## config.mk

```make
export PLATFORM = sky130hd
export DESIGN_NAME = round_controller_flat
export DESIGN_NICKNAME = d
export VERILOG_FILES = /design/src/rtl/game_pkg.sv /design/src/rtl/round_controller_if.sv /design/src/rtl/round_controller_phase_timer.sv /design/src/rtl/round_controller.sv /design/src/flat_wrapper.sv
export SDC_FILE = /design/constraint.sdc
export NUM_CORES = 1
export LEC_CHECK = 0
export ABC_AREA = 1
export BUFFER_PORTS_ARGS = -buffer_cell sky130_fd_sc_hd__buf_2
export CAP_MARGIN = 20
export CORE_MARGIN = 1.5
export CORE_UTILIZATION = 40
export CTS_CLUSTER_DIAMETER = 150
export DETAILED_ROUTE_END_ITERATION = 6
export GPL_TIMING_DRIVEN = 1
export RECOVER_POWER = 50
export SETUP_SLACK_MARGIN = 0.3
export SYNTH_ARGS = -nofsm -noshare
export SYNTH_HDL_FRONTEND = slang
export SYNTH_SLANG_ARGS = --single-unit
```

## constraint.sdc

```tcl
create_clock -name clk -period 7.54 [get_ports clk]
set_input_delay 0.754 -clock clk [delete_from_list [all_inputs] [get_ports clk]]
set_output_delay 0.754 -clock clk [all_outputs]
set_load 0.02 [all_outputs]
```

## src/rtl/game_pkg.sv

```systemverilog
// game_pkg: shared encoding and widths for the round controller and sequencer
package game_pkg;
  localparam int DEPTH_DEF = 32;
  localparam int ADDR_W = 5;
  localparam int DATA_W = 4;
  localparam int ROUND_W = 6;
  typedef enum logic [3:0] {IDLE, GEN, SHOW_RD, SHOW_ON, SHOW_GAP, IN_RD, IN_WAIT, WIN, LOSE} state_t;
endpackage

```

## src/rtl/round_controller_if.sv

```systemverilog
// round_controller_if: sequencer handshake, sequence RAM read port, display and player buttons
interface round_controller_if;
  import game_pkg::*;
  logic gen_start;
  logic gen_finish;
  logic [ADDR_W-1:0] rd_addr;
  logic [DATA_W-1:0] rd_data;
  logic show_valid;
  logic [DATA_W-1:0] show_value;
  logic btn_valid;
  logic [DATA_W-1:0] btn_value;
  modport master(output gen_start, rd_addr, show_valid, show_value, input gen_finish, rd_data, btn_valid, btn_value);
  modport slave(input gen_start, rd_addr, show_valid, show_value, output gen_finish, rd_data, btn_valid, btn_value);
endinterface

```

## src/rtl/round_controller_phase_timer.sv

```systemverilog
// phase_timer: loadable down-counter, done while the count sits at zero
module phase_timer #(
  parameter int W = 10
) (
  input  logic         clk,
  input  logic         rst,
  input  logic         load,
  input  logic [W-1:0] load_val,
  output logic         done
);
  logic [W-1:0] cnt;
  always_ff @(posedge clk or posedge rst)
    if (rst) cnt <= '0;
    else if (load) cnt <= load_val;
    else if (cnt != '0) cnt <= cnt - 1'b1;
  assign done = cnt == '0;
endmodule

```

## src/rtl/round_controller.sv

```systemverilog
// round_controller: memory-game FSM that plays back a growing sequence and checks player entries
module round_controller
  import game_pkg::*;
#(
  parameter int DEPTH = DEPTH_DEF,
  parameter int SHOW_CYCLES = 8,
  parameter int GAP_CYCLES = 4,
  parameter int TIMEOUT_CYCLES = 1024
) (
  input  logic                clk,
  input  logic                rst,
  input  logic                go,
  round_controller_if.master  bus,
  output logic [ROUND_W-1:0]  round,
  output logic                busy,
  output logic                win,
  output logic                lose
);
  localparam int TMAX = SHOW_CYCLES > GAP_CYCLES ? (SHOW_CYCLES > TIMEOUT_CYCLES ? SHOW_CYCLES : TIMEOUT_CYCLES)
                                                 : (GAP_CYCLES > TIMEOUT_CYCLES ? GAP_CYCLES : TIMEOUT_CYCLES);
  localparam int TW = $clog2(TMAX) < 1 ? 1 : $clog2(TMAX);
  localparam logic [ROUND_W-1:0] DEPTH_R = ROUND_W'(DEPTH);
  state_t state, state_n;
  logic [ADDR_W-1:0] idx, idx_n;
  logic [ROUND_W-1:0] round_n, idx_inc;
  logic [DATA_W-1:0] value;
  logic t_load, t_done;
  logic [TW-1:0] t_val;
  assign idx_inc = ROUND_W'(idx) + 1'b1;
  // every state change restarts the timer with the length of the state being entered
  assign t_load = state_n != state;
  assign t_val = state_n == SHOW_ON ? TW'(SHOW_CYCLES - 1) : state_n == SHOW_GAP ? TW'(GAP_CYCLES - 1) : TW'(TIMEOUT_CYCLES - 1);
  phase_timer #(.W(TW)) u_timer (.clk(clk), .rst(rst), .load(t_load), .load_val(t_val), .done(t_done));
  always_ff @(posedge clk or posedge rst)
    if (rst) begin
      state <= IDLE;
      idx <= '0;
      round <= '0;
      value <= '0;
      bus.rd_addr <= '0;
      bus.gen_start <= 1'b0;
    end else begin
      state <= state_n;
      idx <= idx_n;
      round <= round_n;
      bus.gen_start <= state_n == GEN && state != GEN;
      if (state == SHOW_RD) value <= bus.rd_data;
      if (state_n == SHOW_RD || state_n == IN_RD) bus.rd_addr <= idx_n;
    end
  always_comb begin
    state_n = state;
    idx_n = idx;
    round_n = round;
    case (state)
      IDLE, WIN, LOSE: if (go) begin
        state_n = GEN;
        round_n = '0;
      end
      GEN: if (bus.gen_finish) begin
        state_n = SHOW_RD;
        round_n = ROUND_W'(1);
        idx_n = '0;
      end
      SHOW_RD: state_n = SHOW_ON;
      SHOW_ON: state_n = t_done ? SHOW_GAP : SHOW_ON;
      SHOW_GAP: if (t_done) begin
        state_n = idx_inc == round ? IN_RD : SHOW_RD;
        idx_n = idx_inc == round ? '0 : idx + 1'b1;
      end
      IN_RD: state_n = IN_WAIT;
      IN_WAIT:
        if (bus.btn_valid && bus.btn_value != bus.rd_data) state_n = LOSE;
        else if (bus.btn_valid) begin
          if (idx_inc < round) begin
            state_n = IN_RD;
            idx_n = idx + 1'b1;
          end else if (round == DEPTH_R) state_n = WIN;
          else begin
            state_n = SHOW_RD;
            round_n = round + 1'b1;
            idx_n = '0;
          end
        end else if (t_done) state_n = LOSE;
      default: state_n = IDLE;
    endcase
  end
  always_comb begin
    bus.show_valid = state == SHOW_ON;
    bus.show_value = state == SHOW_ON ? value : '0;
    busy = !(state inside {IDLE, WIN, LOSE});
    win = state == WIN;
    lose = state == LOSE;
  end
endmodule

```

## src/flat_wrapper.sv

```systemverilog
// flat-port wrapper written by rule: the top's interface ports become plain ports
module round_controller_flat import game_pkg::*;
#(
  parameter int DEPTH = DEPTH_DEF,
  parameter int SHOW_CYCLES = 8,
  parameter int GAP_CYCLES = 4,
  parameter int TIMEOUT_CYCLES = 1024
)
  (clk, rst, go, round, busy, win, lose, bus_gen_start, bus_rd_addr, bus_show_valid, bus_show_value, bus_gen_finish, bus_rd_data, bus_btn_valid, bus_btn_value);
  round_controller_if bus_i ();
  input  logic clk;
  input  logic rst;
  input  logic go;
  output logic [ROUND_W-1:0] round;
  output logic busy;
  output logic win;
  output logic lose;
  output wire logic [$bits(bus_i.gen_start)-1:0] bus_gen_start;
  output wire logic [$bits(bus_i.rd_addr)-1:0] bus_rd_addr;
  output wire logic [$bits(bus_i.show_valid)-1:0] bus_show_valid;
  output wire logic [$bits(bus_i.show_value)-1:0] bus_show_value;
  input wire logic [$bits(bus_i.gen_finish)-1:0] bus_gen_finish;
  input wire logic [$bits(bus_i.rd_data)-1:0] bus_rd_data;
  input wire logic [$bits(bus_i.btn_valid)-1:0] bus_btn_valid;
  input wire logic [$bits(bus_i.btn_value)-1:0] bus_btn_value;
  assign bus_gen_start = bus_i.gen_start;
  assign bus_rd_addr = bus_i.rd_addr;
  assign bus_show_valid = bus_i.show_valid;
  assign bus_show_value = bus_i.show_value;
  assign bus_i.gen_finish = bus_gen_finish;
  assign bus_i.rd_data = bus_rd_data;
  assign bus_i.btn_valid = bus_btn_valid;
  assign bus_i.btn_value = bus_btn_value;
  round_controller #(.DEPTH(DEPTH), .SHOW_CYCLES(SHOW_CYCLES), .GAP_CYCLES(GAP_CYCLES), .TIMEOUT_CYCLES(TIMEOUT_CYCLES)) u_core (.clk(clk), .rst(rst), .go(go), .bus(bus_i), .round(round), .busy(busy), .win(win), .lose(lose));
endmodule
```

==> impl_metrics.json, run 1 <==
{
  "outcome": "finished with violations",
  "violations": "capacitance limit, slew limit",
  "core_area_um2": 6277,
  "crit_top_cell": "nand2_1",
  "synth_area_um2": 2575,
  "final_hold_viol_count": 0,
  "pre_cts_slack_ns": 4.591,
  "hold_depth": 2,
  "setup_viol": 0,
  "rsz0062_at_grt": "false",
  "skew_ns": 0.01023,
  "post_synth_num_cell_types": 31,
  "via_count": 2287,
  "place_congestion": 0.9194,
  "diodes": 0,
  "crit_family": "simple AND/OR/NAND/NOR gates",
  "die_h_um": 83.24,
  "syn_nets": 383,
  "ctsHoldBuffers": 0,
  "required_ns": 7.72,
  "fin_ws_ns": 4.572,
  "syn_to_final_growth_pct": 14.14,
  "start_util_pct": 41.02,
  "p_leak_nw": 1.645,
  "yosys_warnings": 0,
  "track_usage_pct": 18.52,
  "drc": 0,
  "avgSynthCellArea_um2": 7.153,
  "critPathMaxStageDelay_ns": 0.44,
  "cts-root-buf": "clkbuf_8",
  "async_reset_ff_share_pct": 100.0,
  "drtIter0Drc": 180,
  "maxSlewHeadroom_pct": -23.87,
  "fin_nets": 422,
  "hold_class": "reg -> reg",
  "wl_um": 5856,
  "antenna_found_initial": 0,
  "crit_path_start_kind": "flop",
  "min_period_ns": 2.968,
  "ant_nets": 0,
  "cts_inserted_buffers": 5,
  "synth_edf_count": 0,
  "worst-path-buf-inv": 2,
  "yosysSeqAreaShare_pct": 34.01,
  "worst_skew_pair.late_latency_ns": 0.29,
  "vias_per_cell": 4.795,
  "grt_overflow": 0,
  "grt_pass1_vias": 2269,
  "reg2regPathDepth": 18,
  "dp_hpwl_um": 4568,
  "maxSlewViolCount": 36,
  "path_cells": "ha_1, nand3_1, xor2_1, inv_1, ha_1, nand2_1, nor3_1, nand3_1, nand2_1, nand2_1, nand2_1, inv_2, nand3_1, nand2_2, nor2_8, nand2_8, nor2_8, a21oi_1",
  "die-area_um2": 6928,
  "powerDensity_nw_per_um2": 342.1,
  "slowest_stage": "dfrtp_1",
  "clk_pin_slew_ns": 0.08,
  "synth-main-ff-cell": "dfrtp_1",
  "die_w_um": 83.24,
  "grt_start_max_net_pins": 36,
  "drt_pass1_iterations": 4,
  "postCtsSetupBuffers": 0,
  "wl_per_cell_um": 12.28,
  "ys_seq_elements": 35,
  "cts_resized": 0,
  "syn_inst": 360,
  "drive_above_1_share_pct": 19.25,
  "critical_path_class": "reg -> reg",
  "ir_drop_mv": 0.1392,
  "num_rows": 29,
  "io_pins": 33,
  "cts_tree": "done",
  "crit_fanout": 8,
  "worst_pin_slew_ns": 1.858,
  "max_freq_ghz": 0.3369,
  "cp_num_cells": 18,
  "port_buffers": 32,
  "crit_path_end_kind": "flop",
  "arrival_ns": 3.15,
  "cts.path.max_buffers": 2,
  "fin_tns_setup_ns": 0,
  "cts.sinks": 35,
  "grt_pass1_wl_um": 10540,
  "maxCapViolCount": 1,
  "cts-htree-levels": 2,
  "fin_crit_sh_pct": 39.36
}
-- Yosys cell counts, types with 6 or more instances --
| library cell | count | area (µm²) |
|---|---|---|
| o21ai_0 | 11 | 55.05 |
| xor2_1 | 10 | 87.58 |
| ha_1 | 10 | 125.1 |
| nand2_2 | 7 | 43.79 |
| dfrtp_1 | 35 | 875.8 |
| nor2_1 | 34 | 127.6 |
| nor2_2 | 6 | 37.54 |
| a21oi_1 | 9 | 45.04 |
| inv_1 | 51 | 191.4 |
| nand2_1 | 99 | 371.6 |
| nand3_1 | 38 | 190.2 |
| inv_2 | 10 | 37.54 |
-- per-layer routing --
metal	wire (µm)	part of all wire [%]	vias to the layer above	GRT usage, %
met5	0	0	-	0
met4	60	1.0	0	5.303
met3	145	2.5	5	3.678
met2	2818	48	28	30.82
met1	2831	48	1038	24.45
li1	-	-	1216	-
-- worst reg2reg max path, delay by kind of cell (launching register included) --
kind	cells	cell delay (ns)
AND/OR/NAND/NOR	12	1.54
adder cells (fa/ha/maj)	2	0.52
flip-flops	1	0.44
XOR/XNOR	1	0.19
buffers and inverters	2	0.12
AO/OA/AOI/OAI	1	0.06
-- cell usage in the layout (no fill, tap or decap), drive strengths merged, types with 2 or more instances in the layout --
cell,netlist,routed
buf,1,26
nor2,47,47
inv,61,61
nand3,43,43
a21oi,14,14
clkbuf,0,13
xor2,10,10
nor3,5,5
nand4,4,4
o21ai,12,12
o211ai,2,2
bufinv,0,2
dfrtp,35,35
nand2,110,110
ha,10,10
-- sequential cells by signal, summed over array words and instances (netlist names) --
| signal | count |
|---|---|
| u_core.bus.gen_start | 1 |
| u_core.round | 6 |
| u_core.state | 4 |
| u_core.u_timer.cnt | 10 |
| u_core.value | 4 |
| u_core.bus.rd_addr | 5 |
| u_core.idx | 5 |
-- cells by family after synthesis --
| family | Yosys count | synth area share (%) |
|---|---|---|
| flip-flops | 35 | 34.01 |
| AND/OR/NAND/NOR | 212 | 41.21 |
| XOR/XNOR | 10 | 3.401 |
| AO/OA/AOI/OAI | 31 | 7.191 |
| buffers and inverters | 62 | 9.329 |
| adder cells (fa/ha/maj) | 10 | 4.859 |
-- worst paths after layout --
path | startpoint | endpoint | slack, ns
min in group asynchronous | rst | u_core.state[1] | 1.12
setup reg to reg | u_core.idx[0] | u_core.u_timer.cnt[3] | 4.57
setup / recovery | u_core.idx[0] | u_core.u_timer.cnt[3] | 4.57
hold / removal | u_core.value[1] | u_core.value[1] | 0.48
hold reg to reg | u_core.value[1] | u_core.value[1] | 0.48
max in group asynchronous | rst | u_core.round[0] | 5.35
-- power breakdown --
group	total (mW)	switching [mW]	internal (mW)	leakage (nW)
registers	0.283	0.0449	0.238	0.448
logic	0.521	0.346	0.175	1.13
clock network	0.202	0.0695	0.132	0.0654
total	1.01	0.460	0.545	1.64
-- stage by stage --
| stage | power [mW] | util (%) | instances | hold WS (ns) | area (µm²) |
|---|---|---|---|---|---|
| 6_report | 1.006 | 46.82 | 477 | 0.4842 | 2939 |
| 5_1_grt | 1.094 | 46.82 | 477 | 0.5138 | 2939 |
| 4_1_cts | 1.017 | 47.16 | 477 | 0.4911 | 2960 |
| 3_5_place_dp | 0.8101 | 45.05 | 469 | 0.4729 | 2828 |
| 3_3_place_gp | 0.8067 | 45.05 | 469 | 0.4656 | 2828 |
| 2_1_floorplan | 0.7036 | - | 360 | 0.4530 | 2575 |
-- layout make-up --
class | count | area [µm²]
Multi-Input combinational cell | 263 | 1449
Clock buffer | 6 | 72.57
Inverter | 61 | 229.0
Fill cell | 666 | 3338
Sequential cell | 35 | 875.8
Tap cell | 77 | 96.34
Clock inverter | 2 | 60.06
Timing Repair Buffer | 33 | 156.4
(Power assumes the default switching activity.)
==> run 2, diff against run 1 <==
--- a/config.mk
+++ b/config.mk
@@ -5,7 +5,7 @@
 export SDC_FILE = /design/constraint.sdc
 export NUM_CORES = 1
 export LEC_CHECK = 0
-export ABC_AREA = 1
+export ABC_AREA = 0
 export BUFFER_PORTS_ARGS = -buffer_cell sky130_fd_sc_hd__buf_2
 export CAP_MARGIN = 20
 export CORE_MARGIN = 1.5
==> constraint.sdc (replaced) <==
create_clock -name clk -period 2.6 [get_ports clk]
set_input_delay 0.26 -clock clk [delete_from_list [all_inputs] [get_ports clk]]
set_output_delay 0.26 -clock clk [all_outputs]
set_load 0.02 [all_outputs]
==> run 2 against run 1 <==
The run ends with capacitance limit, slew limit, setup timing left. First-iteration DRC count shrank 22%. Critical path depth shrank 6. Global-route usage grew 1.5 points. Cell count shrank 14%. Clock power grew 120%. Non-clock buffer count grew 45. Final area grew 18%. Hold slack lost 0.24 ns. Critical path type unchanged. Register-to-register slack lost 4.7 ns. Sequential power grew to 3.0 times the previous value. Clock skew is essentially flat. Maximum frequency grew 6.9%.
==> impl_metrics.json, run 2 <==
{
  "outcome": "finished with violations",
  "violations": "capacitance limit, slew limit, setup timing",
  "maxSlewHeadroom_pct": -29.11,
  "power_mw": 3.111,
  "largest_register_ffs": 10,
  "syn_inst": 257,
  "wl_per_cell_um": 15.20,
  "post-route-util_pct": 58.37,
  "power.clock.fraction_pct": 14.2,
  "drtIter0Drc": 141,
  "combinationalPowerShare_pct": 58.9,
  "multi_input_area_um2": 1768,
  "die-area_um2": 6623,
  "fin_ws_ns": -0.1756,
  "async_reset_ff_share_pct": 100.0,
  "max_freq_ghz": 0.3603,
  "arrival_ns": 2.98,
  "worst_skew_pair.late_latency_ns": 0.29,
  "grt_pass1_vias": 2044,
  "dp_hpwl_um": 4512,
  "fin_nets": 355,
  "top_register": "u_core.u_timer.cnt",
  "grt_start_max_net_pins": 36,
  "required_ns": 2.80,
  "setup_viol": 15,
  "post-synth-top-count-cell": "dfrtp_1",
  "yosys-top-cells-area": "dfrtp_1 36%, ha_1 5.1%, mux2i_1 3.7%",
  "wl_um": 6201,
  "reg_top3": "u_core.u_timer.cnt (10), u_core.round (6)",
  "drt_pass1_iterations": 4,
  "ir_drop_mv": 0.4477,
  "clk_pin_slew_ns": 0.08,
  "synth_edf_count": 0,
  "rsz0062_at_grt": "true",
  "vias_per_cell": 5.397,
  "cts.sinks": 35,
  "place_congestion": 0.9129,
  "swShare_pct": 41.12,
  "skew_ns": 0.009836,
  "dp.cells": 391,
  "critical_path_class": "reg -> reg",
  "crit_fanout": 7,
  "min_period_ns": 2.776,
  "die_h_um": 81.38,
  "yosysSeqAreaShare_pct": 35.64,
  "synth_area_um2": 2457,
  "fin_crit_sh_pct": 106.8,
  "pwr-share-seq_pct": 26.9,
  "layout_common_cells": "35 x dfrtp_1, 32 x buf_2, 31 x buf_4",
  "final_common_cell": "dfrtp_1",
  "cts_tree": "done",
  "diodes": 0,
  "start_util_pct": 41.50,
  "p_int_mw": 1.832,
  "power.switching_mw": 1.279,
  "worst_pin_slew_ns": 1.937,
  "grt_pass1_wl_um": 10030,
  "cts-htree-levels": 2,
  "syn_nets": 280,
  "ys_top_cells_by_count": "35 x dfrtp_1, 19 x nand2_1, 17 x inv_1",
  "fill_cells": 507,
  "track_usage_pct": 20.00,
  "avgSynthCellArea_um2": 9.562,
  "cts-root-buf": "clkbuf_8",
  "maxCapViolCount": 1,
  "hold_class": "in -> reg",
  "drc": 0,
  "maxSlewViolCount": 36,
  "grt_overflow": 0,
  "num_rows": 28,
  "yosys_warnings": 0,
  "antenna_found_initial": 0,
  "powerDensity_nw_per_um2": 900.2,
  "port_buffers": 32,
  "final_hold_viol_count": 0,
  "register_area_um2": 875.8,
  "holdWs_ns": 0.2407,
  "synth-main-ff-cell": "dfrtp_1",
  "p_leak_nw": 1.641,
  "place_area_um2": 3057,
  "syn_to_final_growth_pct": 40.63,
  "finalNonFillerCells": 408,
  "design_area_um2": 3456,
  "post_synth_num_cell_types": 63,
  "ys_seq_elements": 35,
  "via_count": 2202,
  "io_pins": 33,
  "synth_top_area_share_pct": 35.64,
  "crit_path_start_kind": "flop",
  "ant_nets": 0,
  "core_area_um2": 5921,
  "die_w_um": 81.38,
  "drive_above_1_share_pct": 42.34,
  "crit_path_end_kind": "flop",
  "cts.path.max_buffers": 2,
  "cts_inserted_buffers": 5,
  "yosysTopAreaCell": "dfrtp_1"
}
-- run 2: worst paths after layout --
| kind | cells past startpoint | to | from | slack [ns] |
|---|---|---|---|---|
| min | 2 | u_core.value[3] | bus_rd_data[3] | 0.24 |
| max reg2reg | 12 | u_core.u_timer.cnt[3] | u_core.idx[1] | -0.18 |
| max in group asynchronous | 3 | u_core.state[3] | rst | 0.83 |
| min in group asynchronous | 3 | u_core.idx[1] | rst | 0.66 |
| min reg2reg | 1 | u_core.bus.rd_addr[4] | u_core.bus.rd_addr[4] | 0.49 |
| max | 12 | u_core.u_timer.cnt[3] | u_core.idx[1] | -0.18 |
-- run 2: final cells by class --
class | instances | share of cell area (%)
Sequential cell | 35 | 25.34
Multi-Input combinational cell | 195 | 51.16
Timing Repair Buffer | 78 | 16.04
Inverter | 17 | 1.846
Clock buffer | 8 | 2.896
Tap cell | 75 | 2.715
-- run 2: timing repair --
item                                    4_1_cts  5_1_grt
hold buffers                                  0        0
buffers inserted                              5        4
endpoints found under the setup margin       30       30
pin swaps                                    23        9
resized for setup                            27       19
-- run 2: layer usage --
metal  global-route usage, %  vias up  wire length (µm)
li1                        -     1100                 -
met3                   4.157        4               307
met1                   29.33     1032              2984
met4                   4.655        0                41
met5                       0        -                 0
met2                   29.92       66              2869
-- run 2: stage by stage --
step | setup slack, ns | TNS, ns
after global routing | -0.3254 | -4.200
after floorplan | 0.04886 | 0
after CTS | -0.1656 | -1.460
final | -0.1756 | -1.521
after detailed placement | -0.2298 | -3.081
after global placement | -0.1495 | -1.096
-- run 2: logic make-up after synthesis --
logic type      synth area share (%)
buf+inv                        4.888
flops                          35.64
simple gates                   22.81
xor+xnor                       4.633
mux                            5.957
fa+ha+maj                      5.092
compound gates                 20.98
-- run 2: worst max-delay path, stage by stage, from the launching register on --
cell and delay, ns:
dfrtp_1 0.42, ha_4 0.18, nand3_4 0.08, xnor2_2 0.16, ha_1 0.29, nand4_1 0.14
buf_6 0.16, nor3_4 0.21, a221oi_4 0.10, and3_4 0.20, a2111oi_4 0.36, buf_6 0.19
mux2i_1 0.19
-- run 2: power groups by stage --
stage               Combinational, mW  Clock, mW  Sequential, mW
floorplan                        1.15          0           0.846
global placement                 1.59          0           0.839
detailed placement               1.60          0           0.843
CTS                              1.70      0.453           0.838
global route                     1.99      0.473           0.864
finish                           1.83      0.441           0.836
==> run 3, diff against run 2 <==
--- a/config.mk
+++ b/config.mk
@@ -10,6 +10,7 @@
 export CAP_MARGIN = 20
 export CORE_MARGIN = 1.5
 export CORE_UTILIZATION = 40
+export CTS_BUF_LIST = sky130_fd_sc_hd__clkbuf_2 sky130_fd_sc_hd__clkbuf_4 sky130_fd_sc_hd__clkbuf_8
 export CTS_CLUSTER_DIAMETER = 150
 export DETAILED_ROUTE_END_ITERATION = 6
 export GPL_TIMING_DRIVEN = 1
==> run 3 against run 2 <==
The flow still finishes with violations (capacitance limit, slew limit, setup timing). Sequential power about the same. Worst setup slack worse by 0.023 ns. Critical path depth unchanged. Via count up 0.32%. Hold slack worse by 0.0037 ns. Wire length up 0.21%. Cell count down 0.25%. Maximum frequency down 0.81%. Largest power group unchanged. Highest routed layer unchanged.
==> impl_metrics.json, run 3 (synthesized netlist as in run 2, its figures left out) <==
{
  "outcome": "finished with violations",
  "violations": "capacitance limit, slew limit, setup timing",
  "pre_cts_slack_ns": -0.2298,
  "cts-root-buf": "clkbuf_8",
  "die-area_um2": 6623,
  "fin_nets": 354,
  "io_pins": 33,
  "wl_um": 6214,
  "cp_num_cells": 12,
  "wl_per_cell_um": 15.27,
  "cts.sinks": 35,
  "multi_input_area_um2": 1749,
  "path_cells": "ha_4, nand3_4, xnor2_2, ha_1, nand4_1, buf_4, o21ba_4, o31ai_4, a31oi_2, buf_4, o31a_1, mux2_4",
  "port_buffers": 32,
  "crit_top_cell": "buf_4",
  "cts.path.max_buffers": 2,
  "vias_per_cell": 5.428,
  "fin_tns_setup_ns": -2.493,
  "slowest_stage": "dfrtp_1",
  "critPathLaunch": "u_core.idx[1]",
  "layout_common_cells": "37 x buf_4, 35 x dfrtp_1, 32 x buf_2",
  "max_freq_ghz": 0.3574,
  "maxCapViolCount": 1,
  "track_usage_pct": 20.16,
  "hold_class": "in -> reg",
  "reg2reg_from": "u_core.idx[1]",
  "clk_pin_slew_ns": 0.08,
  "fin_ws_ns": -0.1982,
  "arrival_ns": 2.97,
  "final_hold_viol_count": 0,
  "finalNonFillerCells": 407,
  "reg_top3": "u_core.u_timer.cnt (10), u_core.round (6)",
  "critical_path_class": "reg -> reg",
  "crit_family": "compound AO/OA/AOI/OAI gates",
  "cts-htree-levels": 2,
  "drc": 0,
  "holdWs_ns": 0.2369,
  "die_w_um": 81.38,
  "core_area_um2": 5921,
  "register_area_um2": 875.8,
  "skew_ns": 0.008606,
  "maxSlewViolCount": 36,
  "fill_cells": 516,
  "rrSetupSlack_ns": -0.20,
  "ir_drop_mv": 0.4901,
  "num_rows": 28,
  "fin_crit_sh_pct": 107.6,
  "antenna_found_initial": 0,
  "critPathMaxStageDelay_ns": 0.43,
  "place_congestion": 0.9129,
  "die_h_um": 81.38,
  "grt_start_max_net_pins": 36,
  "drive_above_1_share_pct": 42.77,
  "maxSlewHeadroom_pct": -27.96,
  "ant_nets": 0,
  "final_common_cell": "buf_4",
  "drt_pass1_iterations": 4,
  "min_period_ns": 2.798,
  "dp_hpwl_um": 4512,
  "diodes": 0,
  "crit_fanout": 3,
  "drtIter0Drc": 135,
  "top_register": "u_core.u_timer.cnt",
  "syn_to_final_growth_pct": 38.65,
  "cts_tree": "done",
  "crit_path_start_kind": "flop",
  "worst_pin_slew_ns": 1.919,
  "setup_viol": 24,
  "via_count": 2209,
  "cts_inserted_buffers": 5,
  "dp.cells": 391,
  "rsz0062_at_grt": "true",
  "required_ns": 2.78,
  "p_leak_nw": 1.579,
  "grt_pass1_vias": 2036,
  "crit_path_end_kind": "flop",
  "grt_pass1_wl_um": 10060,
  "crit_end": "u_core.bus.rd_addr[0]",
  "largest_register_ffs": 10,
  "grt_overflow": 0,
  "reg2regPathDepth": 12,
  "r2r-end": "u_core.bus.rd_addr[0]",
  "worst_skew_pair.late_latency_ns": 0.29,
  "powerDensity_nw_per_um2": 902.8,
  "worst-path-buf-inv": 2,
  "power_mw": 3.076,
  "start_util_pct": 41.50
}
[run 3: cell types whose count changed in the layout (fill, tap and decap cells not counted), sizes merged]
cell and delta:
buf -1
[run 3: worst min path at each step]
stage,start,to,slack (ns),depth (start not counted)
2_1_floorplan,rst,u_core.bus.gen_start,0.41,1
3_3_place_gp,rst,u_core.value[1],0.39,3
3_5_place_dp,rst,u_core.value[2],0.39,3
4_1_cts,rst,u_core.idx[1],0.08,3
5_1_grt,bus_rd_data[3],u_core.value[3],0.23,2
6_report,bus_rd_data[3],u_core.value[3],0.24,2
[run 3: worst reg2reg max path, delay by kind of cell (launching register included)]
| family | cells | cell delay [ns] |
|---|---|---|
| flops | 1 | 0.43 |
| simple gates | 2 | 0.22 |
| mux | 1 | 0.27 |
| buf+inv | 2 | 0.29 |
| fa+ha+maj | 2 | 0.47 |
| compound gates | 4 | 0.84 |
| xor+xnor | 1 | 0.16 |
[run 3: stage by stage]
step | instance area [µm²] | util [%]
after detailed placement | 3057 | 51.63
after global placement | 3057 | 51.63
final | 3407 | 57.54
after CTS | 3327 | 56.19
after global routing | 3407 | 57.54
after floorplan | 2595 | -
[run 3: repair_timing]
action                                  in CTS  in global routing
endpoints found under the setup margin      30                 30
pin swaps                                   22                  5
hold buffers                                 0                  0
hold endpoints to repair                     0                  0
setup buffers                                4                  4
resized for setup                           29                  9
[run 3: area by class of cell]
type / instances / share of cell area, %
Multi-Input combinational cell: 195 / 51.34
Clock buffer: 8 / 3.048
Inverter: 17 / 1.873
Tap cell: 75 / 2.754
Sequential cell: 35 / 25.71
Timing Repair Buffer: 77 / 15.28
[run 3: metal layers]
layer / part of all wire [%] / track usage (%) / wire (µm) / up-vias
li1: - / - / - / 1100
met1: 49 / 29.18 / 3025 / 1048
met2: 47 / 30.66 / 2904 / 55
met3: 3.6 / 4.157 / 225 / 6
met4: 0.93 / 4.655 / 58 / 0
met5: 0 / 0 / 0 / -
[run 3: power by group]
group          total, mW  internal (mW)  leakage, nW  switching, mW
Combinational       1.78          0.860         1.08          0.925
Sequential         0.837          0.701        0.443          0.136
Clock              0.455          0.252       0.0549          0.202
